$ cat src/rtl/phy_pkg.sv
// Shared constants, state encoding and helpers for the PHY transmit path.
package phy_pkg;

  localparam logic [7:0] COM_CHAR_DEFAULT = 8'hBC;
  localparam int         FRAME_BITS       = 32;
  localparam int         LANES            = 4;
  localparam int         BYTE_BITS        = 8;
  localparam int         CNT_W            = $clog2(FRAME_BITS);

  typedef enum logic {
    SYNC = 1'b0,
    DATA = 1'b1
  } phy_state_e;

  // One COM character on every lane.
  function automatic logic [FRAME_BITS-1:0] com_frame(input logic [BYTE_BITS-1:0] com);
    return {LANES{com}};
  endfunction

endpackage

$ cat src/rtl/phy_tx_frame_builder.sv
// Combinational frame assembly: lane 0 in the top byte, COM for invalid lanes
// or while synchronising.
module phy_tx_frame_builder
  import phy_pkg::*;
#(
  parameter logic [7:0] COM_CHAR = COM_CHAR_DEFAULT
) (
  input  logic [LANES-1:0][BYTE_BITS-1:0] lane_data_i,
  input  logic [LANES-1:0]                lane_valid_i,
  input  phy_state_e                      state_i,
  output logic [FRAME_BITS-1:0]           frame_o
);

  // NOTE: frame_o gets a full default before any conditional update, so no
  // path through the block leaves it unassigned and no latch is inferred.
  always_comb begin
    frame_o = com_frame(COM_CHAR);
    if (state_i == DATA) begin
      for (int i = 0; i < LANES; i++) begin
        if (lane_valid_i[i]) begin
          frame_o[FRAME_BITS-1-BYTE_BITS*i -: BYTE_BITS] = lane_data_i[i];
        end
      end
    end
  end

endmodule

$ cat src/rtl/phy_tx_serializer.sv
// 4-lane byte-to-serial transmitter, one 32-bit frame per 32 clk_32f cycles.
// Optional COM preamble after reset is enabled by `define PHY_TX_SYNC_PREAMBLE_EN.
module phy_tx_serializer
  import phy_pkg::*;
#(
  parameter int         SYNC_FRAMES = 2,
  parameter logic [7:0] COM_CHAR    = COM_CHAR_DEFAULT
) (
  input  logic       clk_32f,
  input  logic       reset_L,
  input  logic [7:0] in0,
  input  logic [7:0] in1,
  input  logic [7:0] in2,
  input  logic [7:0] in3,
  input  logic       val_in0,
  input  logic       val_in1,
  input  logic       val_in2,
  input  logic       val_in3,
  output logic       in_sample,
  output logic       tx_out,
  output logic       tx_frame,
  output logic       tx_active
);

  logic [CNT_W-1:0]      cnt_q, cnt_d;
  logic [FRAME_BITS-1:0] sh_q, sh_d;
  logic [FRAME_BITS-1:0] frame;
  logic                  load;
  phy_state_e            state;
  phy_state_e            frame_state;

  assign load = (cnt_q == CNT_W'(FRAME_BITS - 1));

`ifdef PHY_TX_SYNC_PREAMBLE_EN
  phy_state_e state_q;
  logic [3:0] sync_cnt_q;
  logic       sync_done;

  // The reset frame is not counted: SYNC_FRAMES further COM frames follow it.
  assign sync_done = (sync_cnt_q == 4'(SYNC_FRAMES));

  always_ff @(posedge clk_32f or negedge reset_L) begin
    if (!reset_L) begin
      state_q    <= SYNC;
      sync_cnt_q <= '0;
    end else if (load && state_q == SYNC) begin
      if (sync_done) begin
        state_q <= DATA;
      end else begin
        sync_cnt_q <= sync_cnt_q + 4'd1;
      end
    end
  end

  assign state = state_q;
  // The frame loaded on the leaving edge already carries lane data.
  assign frame_state = (state_q == SYNC && load && sync_done) ? DATA : state_q;
`else
  assign state       = DATA;
  assign frame_state = DATA;
`endif

  phy_tx_frame_builder #(
    .COM_CHAR (COM_CHAR)
  ) u_frame_builder (
    .lane_data_i  ({in3, in2, in1, in0}),
    .lane_valid_i ({val_in3, val_in2, val_in1, val_in0}),
    .state_i      (frame_state),
    .frame_o      (frame)
  );

  always_comb begin
    cnt_d = cnt_q + CNT_W'(1);
    sh_d  = load ? frame : {sh_q[FRAME_BITS-2:0], 1'b0};
  end

  // NOTE: sequential state is updated with non-blocking assignments so every
  // register samples the pre-edge values of its neighbours.
  always_ff @(posedge clk_32f or negedge reset_L) begin
    if (!reset_L) begin
      cnt_q <= '0;
      sh_q  <= com_frame(COM_CHAR);
    end else begin
      cnt_q <= cnt_d;
      sh_q  <= sh_d;
    end
  end

  assign tx_out    = sh_q[FRAME_BITS-1];
  assign tx_frame  = (cnt_q == '0);
  assign in_sample = load;
  assign tx_active = (state == DATA);

endmodule
$ cat config.mk
export PLATFORM = sky130hd
export DESIGN_NAME = phy_tx_serializer
export DESIGN_NICKNAME = d
export VERILOG_FILES = /design/src/rtl/phy_pkg.sv /design/src/rtl/phy_tx_frame_builder.sv /design/src/rtl/phy_tx_serializer.sv
export SDC_FILE = /design/constraint.sdc
export NUM_CORES = 1
export LEC_CHECK = 0
export ABC_AREA = 1
export BUFFER_PORTS_ARGS = -buffer_cell sky130_fd_sc_hd__buf_2
export CORE_ASPECT_RATIO = 0.5
export CORE_MARGIN = 1.5
export CORE_UTILIZATION = 40
export CTS_BUF_LIST = sky130_fd_sc_hd__clkbuf_4 sky130_fd_sc_hd__clkbuf_8 sky130_fd_sc_hd__clkbuf_16
export DETAILED_ROUTE_END_ITERATION = 16
export MAX_ROUTING_LAYER = met4
export SKIP_LAST_GASP = 1
export SLEW_MARGIN = 20
export SYNTH_ARGS = -nofsm -noshare
export SYNTH_HDL_FRONTEND = slang
export SYNTH_HIERARCHICAL = 1
export SYNTH_SLANG_ARGS = --single-unit
$ cat constraint.sdc
create_clock -name clk_32f -period 3.3 [get_ports clk_32f]
set_clock_uncertainty 0.2 [all_clocks]
set_input_delay 0.825 -clock clk_32f [delete_from_list [all_inputs] [get_ports clk_32f]]
set_output_delay 0.825 -clock clk_32f [all_outputs]
set_load 0.1 [all_outputs]
-- Word level (Yosys, flattened, before mapping)
Index checks and enable logic that the tools add are counted.
- register bits: 37
- input bits: 38
- logic and storage cells: 10
- $add $sub $neg: 1
- equal/unequal tests: 1
- mux-type cells: 5
- reductions and logical operators: 1
- operators by type and width (operator ; count):
    2-to-1 mux 32 bit ; 1
    2-to-1 mux 8 bit ; 4
    adder 5 x 1 -> 5 bit (second input constant) ; 1
    equality test 5 bit (second input constant) ; 1
    logical NOT 5 bit ; 1

-- Depth between registers and ports, before layout
Gate-level depths: netlist of the first run.
- depth in word-level cells: 2
- mapped depth: 8

-- Hierarchy
The synthesis of the first run kept the hierarchy.
- by module, submodules not included (module ; instances ; cells an instance ; area an instance (um2) ; sequential area each (um2)):
    phy_tx_serializer ; 1 ; 157 ; 1665.3 ; 950.9
    phy_tx_frame_builder ; 1 ; 70 ; 302.8 ; 0.0

-- Least setup slack after synthesis of the first run
OpenSTA, ideal clock, no wires.
- path kind: reg-to-output
- from: register cnt_q[0]
- to: output port tx_frame
- data arrival time: 1891 ps
- setup slack: 384 ps
- stages on the path, launching flop included: 5
- path buffers: 0
- cell sequence: dfrtp_1 inv_1 ha_1 nand2_1 nor2_1
- cells in the longest elaborated chain, start to end: 1
- RTL lines (what ; RTL line ; text):
    from (decl) ; phy_tx_serializer.sv:25 ; logic [CNT_W-1:0] cnt_q, cnt_d;
    from (signal assigned) ; phy_tx_serializer.sv:84 ; cnt_q <= cnt_d;
    logical NOT 5 bit ; phy_tx_serializer.sv:90 ; assign tx_frame = (cnt_q == '0);
    to (decl) ; phy_tx_serializer.sv:21 ; output logic tx_frame,
Every way passes these cells.

-- Worst setup path in the final report of the first run
- from: register cnt_q[0]
- to: output port in_sample
- cells in the longest elaborated chain, start to end: 1
- RTL lines (what ; RTL line ; text):
    equality test 5 bit ; phy_tx_serializer.sv:32 ; assign load = (cnt_q == CNT_W'(FRAME_BITS - 1));
    to (decl) ; phy_tx_serializer.sv:19 ; output logic in_sample,
Every way passes these cells.

==> out/metrics.csv, run 1 <==
metric,value,unit
DRC Markers,0,
WL/cell,9.263,um
drt first pass iters,4,
Worst slew margin,0.4639,
Skew-Pair Late Insertion Delay,0.27,ns
Die Area,5376,um2
outcome,"finished, final reports clean",
Clock transition at path regs,0.07,ns
ANT cells,0,
post-CTS repair timing setup buffer count,0,
Post-Place Cell Area,2155,um2
Max-cap violations,0,
cell taking the most area after synthesis,dfstp_2,
initial detailed-routing violation count,25,
Final Hold Vio Count,0,
largest cells by area after synthesis,"dfstp_2 27%, dfrtp_1 22%, o21ai_2 13%",
first-pass GRT wire length,5.347,mm
"most common cell after layout, fill and taps aside",inv_1,
CP Launch Type,flip-flop,
CP Max Fanout,4,
Seq pwr share,0.535,
placer congestion estimate,0.8060,
Port-buffer cells,40,
antenna violations before repair,0,
die height,52.60,um
vias in the first global route,1288,
clk sinks,37,
yosys warns,6,
fmax,374.8,MHz
hold buffers post-CTS,0,
dpl hpwl,2.203,mm
setup TNS,0,ns
clk root buf,clkbuf_8,
largest net degree at the start of global routing,64,
post-synthesis cell type count,17,
switching share of power,0.2214,
sequential area share after synthesis,0.4832,
Initial Utilization,0.4324,
Tcrit/Tclk final,0.8085,
Max IR drop VDD,0.0001589,V
vias,1381,
CTS Buf Count,5,
unrepaired setup endpoints after global routing,false,
clk buf depth,2,
most frequent cells in the layout,"67 x inv_1, 40 x buf_2, 38 x nand2_1",
Worst EP arrival,1.64,ns
layout cells sized above 1,0.3713,
Avg Inst Size Synth,8.670,um2
gr ovfl total,0,
combinational power share,0.084,
top-area cell type share of the netlist area,0.2670,
die width,102.2,um
Antenna Nets Post-Route,0,
Layout Area Growth over Synthesis,14.43,%
Synth Instances,227,
clock share of power,0.381,
row cnt,17,
min Tclk post-route,2.668,ns
sw power,193.0,uW
Post-CTS Resized,0,
Hold Crit Class,reg2reg,
Mapped Area,1968,um2
critical path capture point type,primary output,
CTS tree,built,
worst setup path category,reg2out,
Max Slew Vio Count,0,
Critical Path RT,2.27,ns
Avg Vias per Cell,4.086,
# IOs,42,
GRT Util Overall,0.1354,
final WL,3.131,mm
final instance area,2252,um2
core box area,4552,um2
Static Leak,1.160,nW
CTS H-tree lvls,2,
Final nets,312,
# setup viols final,0,
Worst-Margin Slew,0.8042,ns
number of synthesized register bits,37,
Pint,678.8,uW
pwr dens,387.1,nW/um2
-- final cells by class --
class | count | area (um2)
fill | 448 | 2300
clock buffer | 8 | 97.59
timing repair buffer | 41 | 207.7
multi-input combinational | 119 | 661.9
sequential | 37 | 950.9
inverter | 67 | 251.5
tap | 66 | 82.58
-- power groups by stage --
stage          clock [mW]  sequential [mW]  combinational (mW)
4_1_cts             0.348            0.466              0.0734
2_1_floorplan           0            0.477              0.0359
3_5_place_dp            0            0.474              0.0730
5_1_grt             0.368            0.467              0.0837
3_3_place_gp            0            0.474              0.0722
6_report            0.333            0.466              0.0728
-- cells by family (layout without fill, tap and decap cells) --
logic type,after synthesis,after routing,share of synthesized area
simple gates,77,77,0.1640
buf+inv,77,116,0.1933
flops,37,37,0.4832
compound gates,31,31,0.1341
fa+ha+maj,3,3,0.01907
other cells,1,7,0.001905
xor+xnor,1,1,0.004451
-- state kept, by name (all words and copies together) (netlist names) --
| signal | flops |
|---|---|
| sh_q | 32 |
| cnt_q | 5 |
-- synth_stat cells --
cell type / number
buf_12: 1
buf_4: 1
buf_6: 5
buf_8: 3
conb_1: 1
dfrtp_1: 17
dfstp_2: 20
ha_1: 3
inv_1: 67
nand2_1: 38
nand2_2: 2
nand3_1: 21
nand4_1: 1
nor2_1: 15
o21ai_0: 2
o21ai_2: 29
xor2_1: 1
-- stage by stage --
stage | hold slack (ns) | cells | utilization | setup slack (ns) | power [mW]
final | 0.2552 | 338 | 0.4948 | 0.6320 | 0.8718
after global routing | 0.2582 | 338 | 0.4948 | 0.5478 | 0.9184
after CTS | 0.2552 | 338 | 0.4948 | 0.6095 | 0.8882
after detailed placement | 0.2476 | 330 | 0.4733 | 0.9173 | 0.5471
after global placement | 0.2408 | 330 | 0.4733 | 0.9725 | 0.5461
after floorplan | 0.2380 | 233 | - | 0.3836 | 0.5133
-- worst paths after layout --
check,from,endpoint,slack [ns],depth (start not counted)
worst max-delay path,cnt_q[0]$_DFF_PN0_,in_sample,0.63,5
worst min-delay path,sh_q[11]$_DFF_PN1_,sh_q[12]$_DFF_PN1_,0.26,2
worst max register to register,cnt_q[0]$_DFF_PN0_,sh_q[1]$_DFF_PN0_,1.16,6
worst min register to register,sh_q[11]$_DFF_PN1_,sh_q[12]$_DFF_PN1_,0.26,2
max in group asynchronous,reset_L,sh_q[22]$_DFF_PN0_,1.95,1
min in group asynchronous,reset_L,sh_q[0]$_DFF_PN0_,0.43,1
-- critical path: stages (launching register included) --
cell,delay [ns]
dfrtp_1,0.40
ha_1,0.20
nand2_1,0.06
nor2_1,0.11
ha_2,0.19
buf_2,0.42
-- per-layer routing --
metal | vias to the layer above | share of wire | global-route usage
li1 | 750 | - | -
met1 | 609 | 0.52 | 0.1683
met2 | 22 | 0.44 | 0.2163
met3 | 0 | 0.044 | 0.04400
met4 | 0 | 0 | 0.03425
met5 | - | 0 | -
(Power assumes the default switching activity.)
==> run 2, diff against run 1 <==
==> constraint.sdc (replaced) <==
create_clock -name clk_32f -period 2.5 [get_ports clk_32f]
set_clock_uncertainty 0.2 [all_clocks]
set_input_delay 0.625 -clock clk_32f [delete_from_list [all_inputs] [get_ports clk_32f]]
set_output_delay 0.625 -clock clk_32f [all_outputs]
set_load 0.1 [all_outputs]
==> run 2 against run 1 <==
Compared with the run above: via count is 2.7% higher; sequential share of layout area is 0.96 points lower; first-iteration DRC count is 88% higher; utilization is 1.2 points higher; register-to-register slack worse by 0.47 ns; critical path depth stayed put; total power is 44% higher; worst hold slack worse by 0.034 ns; cell area is 2.3% higher.
==> out/metrics.csv, run 2 (synthesis results as in run 1) <==
metric,value,unit
Initial Utilization,0.4324,
Buffers & Inverters on Critical Path,1,
Final Hold Vio Count,0,
unrepaired setup endpoints after global routing,false,
CP Launch Type,flip-flop,
ANT cells,0,
die width,102.2,um
Clock transition at path regs,0.08,ns
max FFs per register,32,
"most common cell after layout, fill and taps aside",inv_1,
CTS Buf Count,5,
clk buf depth,2,
setup TNS,0,ns
vias,1418,
core box area,4552,um2
GRT Util Overall,0.1428,
Final Util,0.5063,
Static Leak,1.170,nW
Skew-Pair Late Insertion Delay,0.29,ns
post-CTS repair timing setup buffer count,0,
family with the most delay on the worst path,adder cells,
drt first pass iters,4,
placer congestion estimate,0.7590,
Hold Crit Class,in2async,
CTS H-tree lvls,2,
Port-buffer cells,40,
Post-CTS Resized,0,
GR Util met2,0.2329,
CTS tree,built,
WL/cell,9.346,um
Antenna Nets Post-Route,0,
die height,52.60,um
Final nets,312,
largest net degree at the start of global routing,64,
Regs by FF count,"sh_q (32), cnt_q (5)",
Critical Path RT,1.67,ns
CP Max Fanout,4,
outcome,"finished, final reports clean",
antenna violations before repair,0,
pwr dens,544.9,nW/um2
fmax,433.4,MHz
Post-Place Cell Area,2185,um2
first-pass GRT wire length,5.499,mm
initial detailed-routing violation count,47,
gr ovfl total,0,
Max Slew Vio Count,0,
# IOs,42,
Tcrit/Tclk final,0.9230,
# setup viols final,0,
critical path capture point type,primary output,
DRC Markers,0,
vias in the first global route,1325,
Worst EP arrival,1.48,ns
row cnt,17,
clk sinks,37,
Die Area,5376,um2
worst setup path category,reg2out,
met3 Usage GRT,0.04800,
crit-path cells,ha_1 > nand2_1 > nor2_1 > ha_2 > buf_12,
Max-cap violations,0,
final WL,3.159,mm
Worst-Margin Slew,0.7929,ns
Avg Vias per Cell,4.195,
Layout Area Growth over Synthesis,17.10,%
Worst slew margin,0.4714,
max incr delay on CP,0.40,ns
hold buffers post-CTS,0,
layout cells sized above 1,0.3750,
dpl hpwl,2.225,mm
Biggest register,sh_q,
met1 GRT Util,0.1636,
grt peak-use layer,met2,
Max IR drop VDD,0.0002963,V
final instance area,2305,um2
most frequent cells in the layout,"67 x inv_1, 39 x buf_2, 38 x nand2_1",
Slowest cell on crit path,dfrtp_1,
min Tclk post-route,2.308,ns
clk root buf,clkbuf_8,
## run 2: path summary, 6_finish.rpt
path / startpoint / to / slack [ns] / cells past startpoint
max reg2reg: cnt_q[1]$_DFF_PN0_ / sh_q[21]$_DFF_PN1_ / 0.69 / 7
min: reset_L / sh_q[30]$_DFF_PN0_ / 0.22 / 1
min in group clk_32f: sh_q[12]$_DFF_PN1_ / sh_q[13]$_DFF_PN1_ / 0.25 / 2
max: cnt_q[1]$_DFF_PN0_ / in_sample / 0.19 / 5
max in group asynchronous: reset_L / sh_q[6]$_DFF_PN0_ / 1.38 / 1
min reg2reg: sh_q[12]$_DFF_PN1_ / sh_q[13]$_DFF_PN1_ / 0.25 / 2
## run 2: stage by stage
| step | std cells | total power, mW | setup WS (ns) | hold slack [ns] |
|---|---|---|---|---|
| detailed placement | 330 | 0.7212 | 0.4997 | 0.2449 |
| global placement | 330 | 0.7201 | 0.5265 | 0.2398 |
| floorplan | 233 | 0.6775 | 0.1888 | 0.1294 |
| finish | 338 | 1.256 | 0.1924 | 0.2207 |
| global route | 338 | 1.308 | 0.08291 | 0.2552 |
| CTS | 338 | 1.278 | 0.1746 | 0.2423 |
## run 2: layer usage
layer  up-vias  share of wire
met3         2          0.050
met2        25           0.43
li1        753              -
met1       638           0.51
met4         0         0.0057
met5         -              0
## run 2: cell type report
type | count | area [um2]
inverter | 67 | 251.5
clock inverter | 2 | 37.54
sequential | 37 | 950.9
timing repair buffer | 41 | 235.2
fill | 464 | 2247
clock buffer | 6 | 82.58
tap | 66 | 82.58
multi-input combinational | 119 | 664.4
## run 2: power by group
| part | switching (mW) | internal [mW] |
|---|---|---|
| combinational | 0.0593 | 0.0361 |
| clock | 0.221 | 0.324 |
| sequential | 0.00215 | 0.613 |
==> run 3, diff against run 2 <==
==> constraint.sdc (replaced) <==
create_clock -name clk_32f -period 2.5 [get_ports clk_32f]
set_clock_uncertainty 0.2 [all_clocks]
set_input_delay 0.625 -clock clk_32f [delete_from_list [all_inputs] [get_ports clk_32f]]
set_output_delay 0.625 -clock clk_32f [all_outputs]
set_load 0.02 [all_outputs]
==> run 3 against run 2 <==
Compared with the run above: cell area fell by 2.0%; routed wire length decreased by 2.0%; first-iteration DRC count is 11% lower; critical path type unchanged; fmax increased by 3.1%.
==> out/metrics.csv, run 3 (synthesis results as in run 1) <==
metric,value,unit
Clock transition at path regs,0.07,ns
fmax,446.6,MHz
gr ovfl total,0,
Buffers & Inverters on Critical Path,1,
Worst-Margin Slew,0.8071,ns
CTS H-tree lvls,2,
# IOs,42,
Slowest cell on crit path,dfrtp_1,
Final nets,312,
Critical Path RT,1.67,ns
family with the most delay on the worst path,adder cells,
antenna violations before repair,0,
die height,52.60,um
Skew-Pair Late Insertion Delay,0.28,ns
Worst EP arrival,1.41,ns
Max-cap violations,0,
Hold Slack,0.2350,ns
worst setup path category,reg2out,
Static Leak,1.160,nW
die width,102.2,um
outcome,"finished, final reports clean",
vias,1393,
drt first pass iters,4,
Final Hold Vio Count,0,
vias in the first global route,1264,
Initial Utilization,0.4324,
Port-buffer cells,40,
Antenna Nets Post-Route,0,
first-pass GRT wire length,5.306,mm
Worst slew margin,0.4619,
clk buf depth,2,
CTS tree,built,
"most common cell after layout, fill and taps aside",inv_1,
layout cells sized above 1,0.3713,
Die Area,5376,um2
initial detailed-routing violation count,42,
dpl hpwl,2.168,mm
# setup viols final,0,
pwr dens,498.2,nW/um2
critical path capture point type,primary output,
placer congestion estimate,0.8232,
clk sinks,37,
min Tclk post-route,2.239,ns
CP Max Fanout,4,
Avg Vias per Cell,4.121,
CTS Buf Count,5,
Hold Crit Class,in2async,
Regs by FF count,"sh_q (32), cnt_q (5)",
crit-path cells,ha_1 > nand2_1 > nor2_1 > ha_2 > buf_2,
post-CTS repair timing setup buffer count,0,
final WL,3.097,mm
clk root buf,clkbuf_8,
Tcrit/Tclk final,0.8957,
largest net degree at the start of global routing,64,
Post-CTS Resized,0,
core box area,4552,um2
unrepaired setup endpoints after global routing,false,
hold buffers post-CTS,0,
setup TNS,0,ns
GRT Util Overall,0.1377,
most frequent cells in the layout,"67 x inv_1, 40 x buf_2, 38 x nand2_1",
Layout Area Growth over Synthesis,14.75,%
max FFs per register,32,
Max IR drop VDD,0.0002173,V
DRC Markers,0,
Biggest register,sh_q,
row cnt,17,
WL/cell,9.163,um
max incr delay on CP,0.40,ns
ANT cells,0,
Max Slew Vio Count,0,
CP Launch Type,flip-flop,
## run 3: metrics by stage
| step | instances | total power, mW | setup WS [ns] | cell area [um2] | utilization |
|---|---|---|---|---|---|
| 4_1_cts | 338 | 1.152 | 0.2444 | 2258 | 0.4962 |
| 3_5_place_dp | 330 | 0.7124 | 0.5596 | 2167 | 0.4761 |
| 6_report | 338 | 1.125 | 0.2608 | 2258 | 0.4962 |
| 5_1_grt | 338 | 1.188 | 0.1610 | 2258 | 0.4962 |
| 3_3_place_gp | 330 | 0.7117 | 0.5915 | 2167 | 0.4761 |
| 2_1_floorplan | 233 | 0.6684 | 0.7192 | 1991 | - |
## run 3: worst reg2reg max path, cell delays in order, from the launching register on
cell,delay (ns)
dfrtp_1,0.40
ha_1,0.21
nand2_1,0.06
nor2_1,0.10
ha_2,0.21
buf_12,0.28
o21ai_0,0.19
## run 3: final timing paths
kind	startpoint	slack [ns]	endpoint	depth (start not counted)
min in group clk_32f	sh_q[12]$_DFF_PN1_	0.25	sh_q[13]$_DFF_PN1_	2
hold / removal	reset_L	0.23	sh_q[0]$_DFF_PN0_	1
max in group asynchronous	reset_L	1.36	sh_q[9]$_DFF_PN0_	1
hold reg to reg	sh_q[12]$_DFF_PN1_	0.25	sh_q[13]$_DFF_PN1_	2
setup / recovery	cnt_q[0]$_DFF_PN0_	0.26	in_sample	5
setup reg to reg	cnt_q[0]$_DFF_PN0_	0.74	sh_q[1]$_DFF_PN0_	6
## run 3: routing by layer
layer	share of wire	GRT usage
met1	0.52	0.1689
met2	0.42	0.2141
met3	0.043	0.04400
met4	0.014	0.05479
met5	0	-
## run 3: power by group
part | internal [mW] | leakage [nW] | switching (mW)
registers | 0.613 | 0.423 | 0.00224
logic | 0.0361 | 0.687 | 0.0505
clock network | 0.230 | 0.0498 | 0.192
total | 0.880 | 1.16 | 0.245
## run 3: area by class of cell
class / instances / area, um2
fill: 452 / 2293
multi-input combinational: 119 / 661.9
timing repair buffer: 41 / 220.2
tap: 66 / 82.58
clock buffer: 8 / 91.34
inverter: 67 / 251.5
sequential: 37 / 950.9
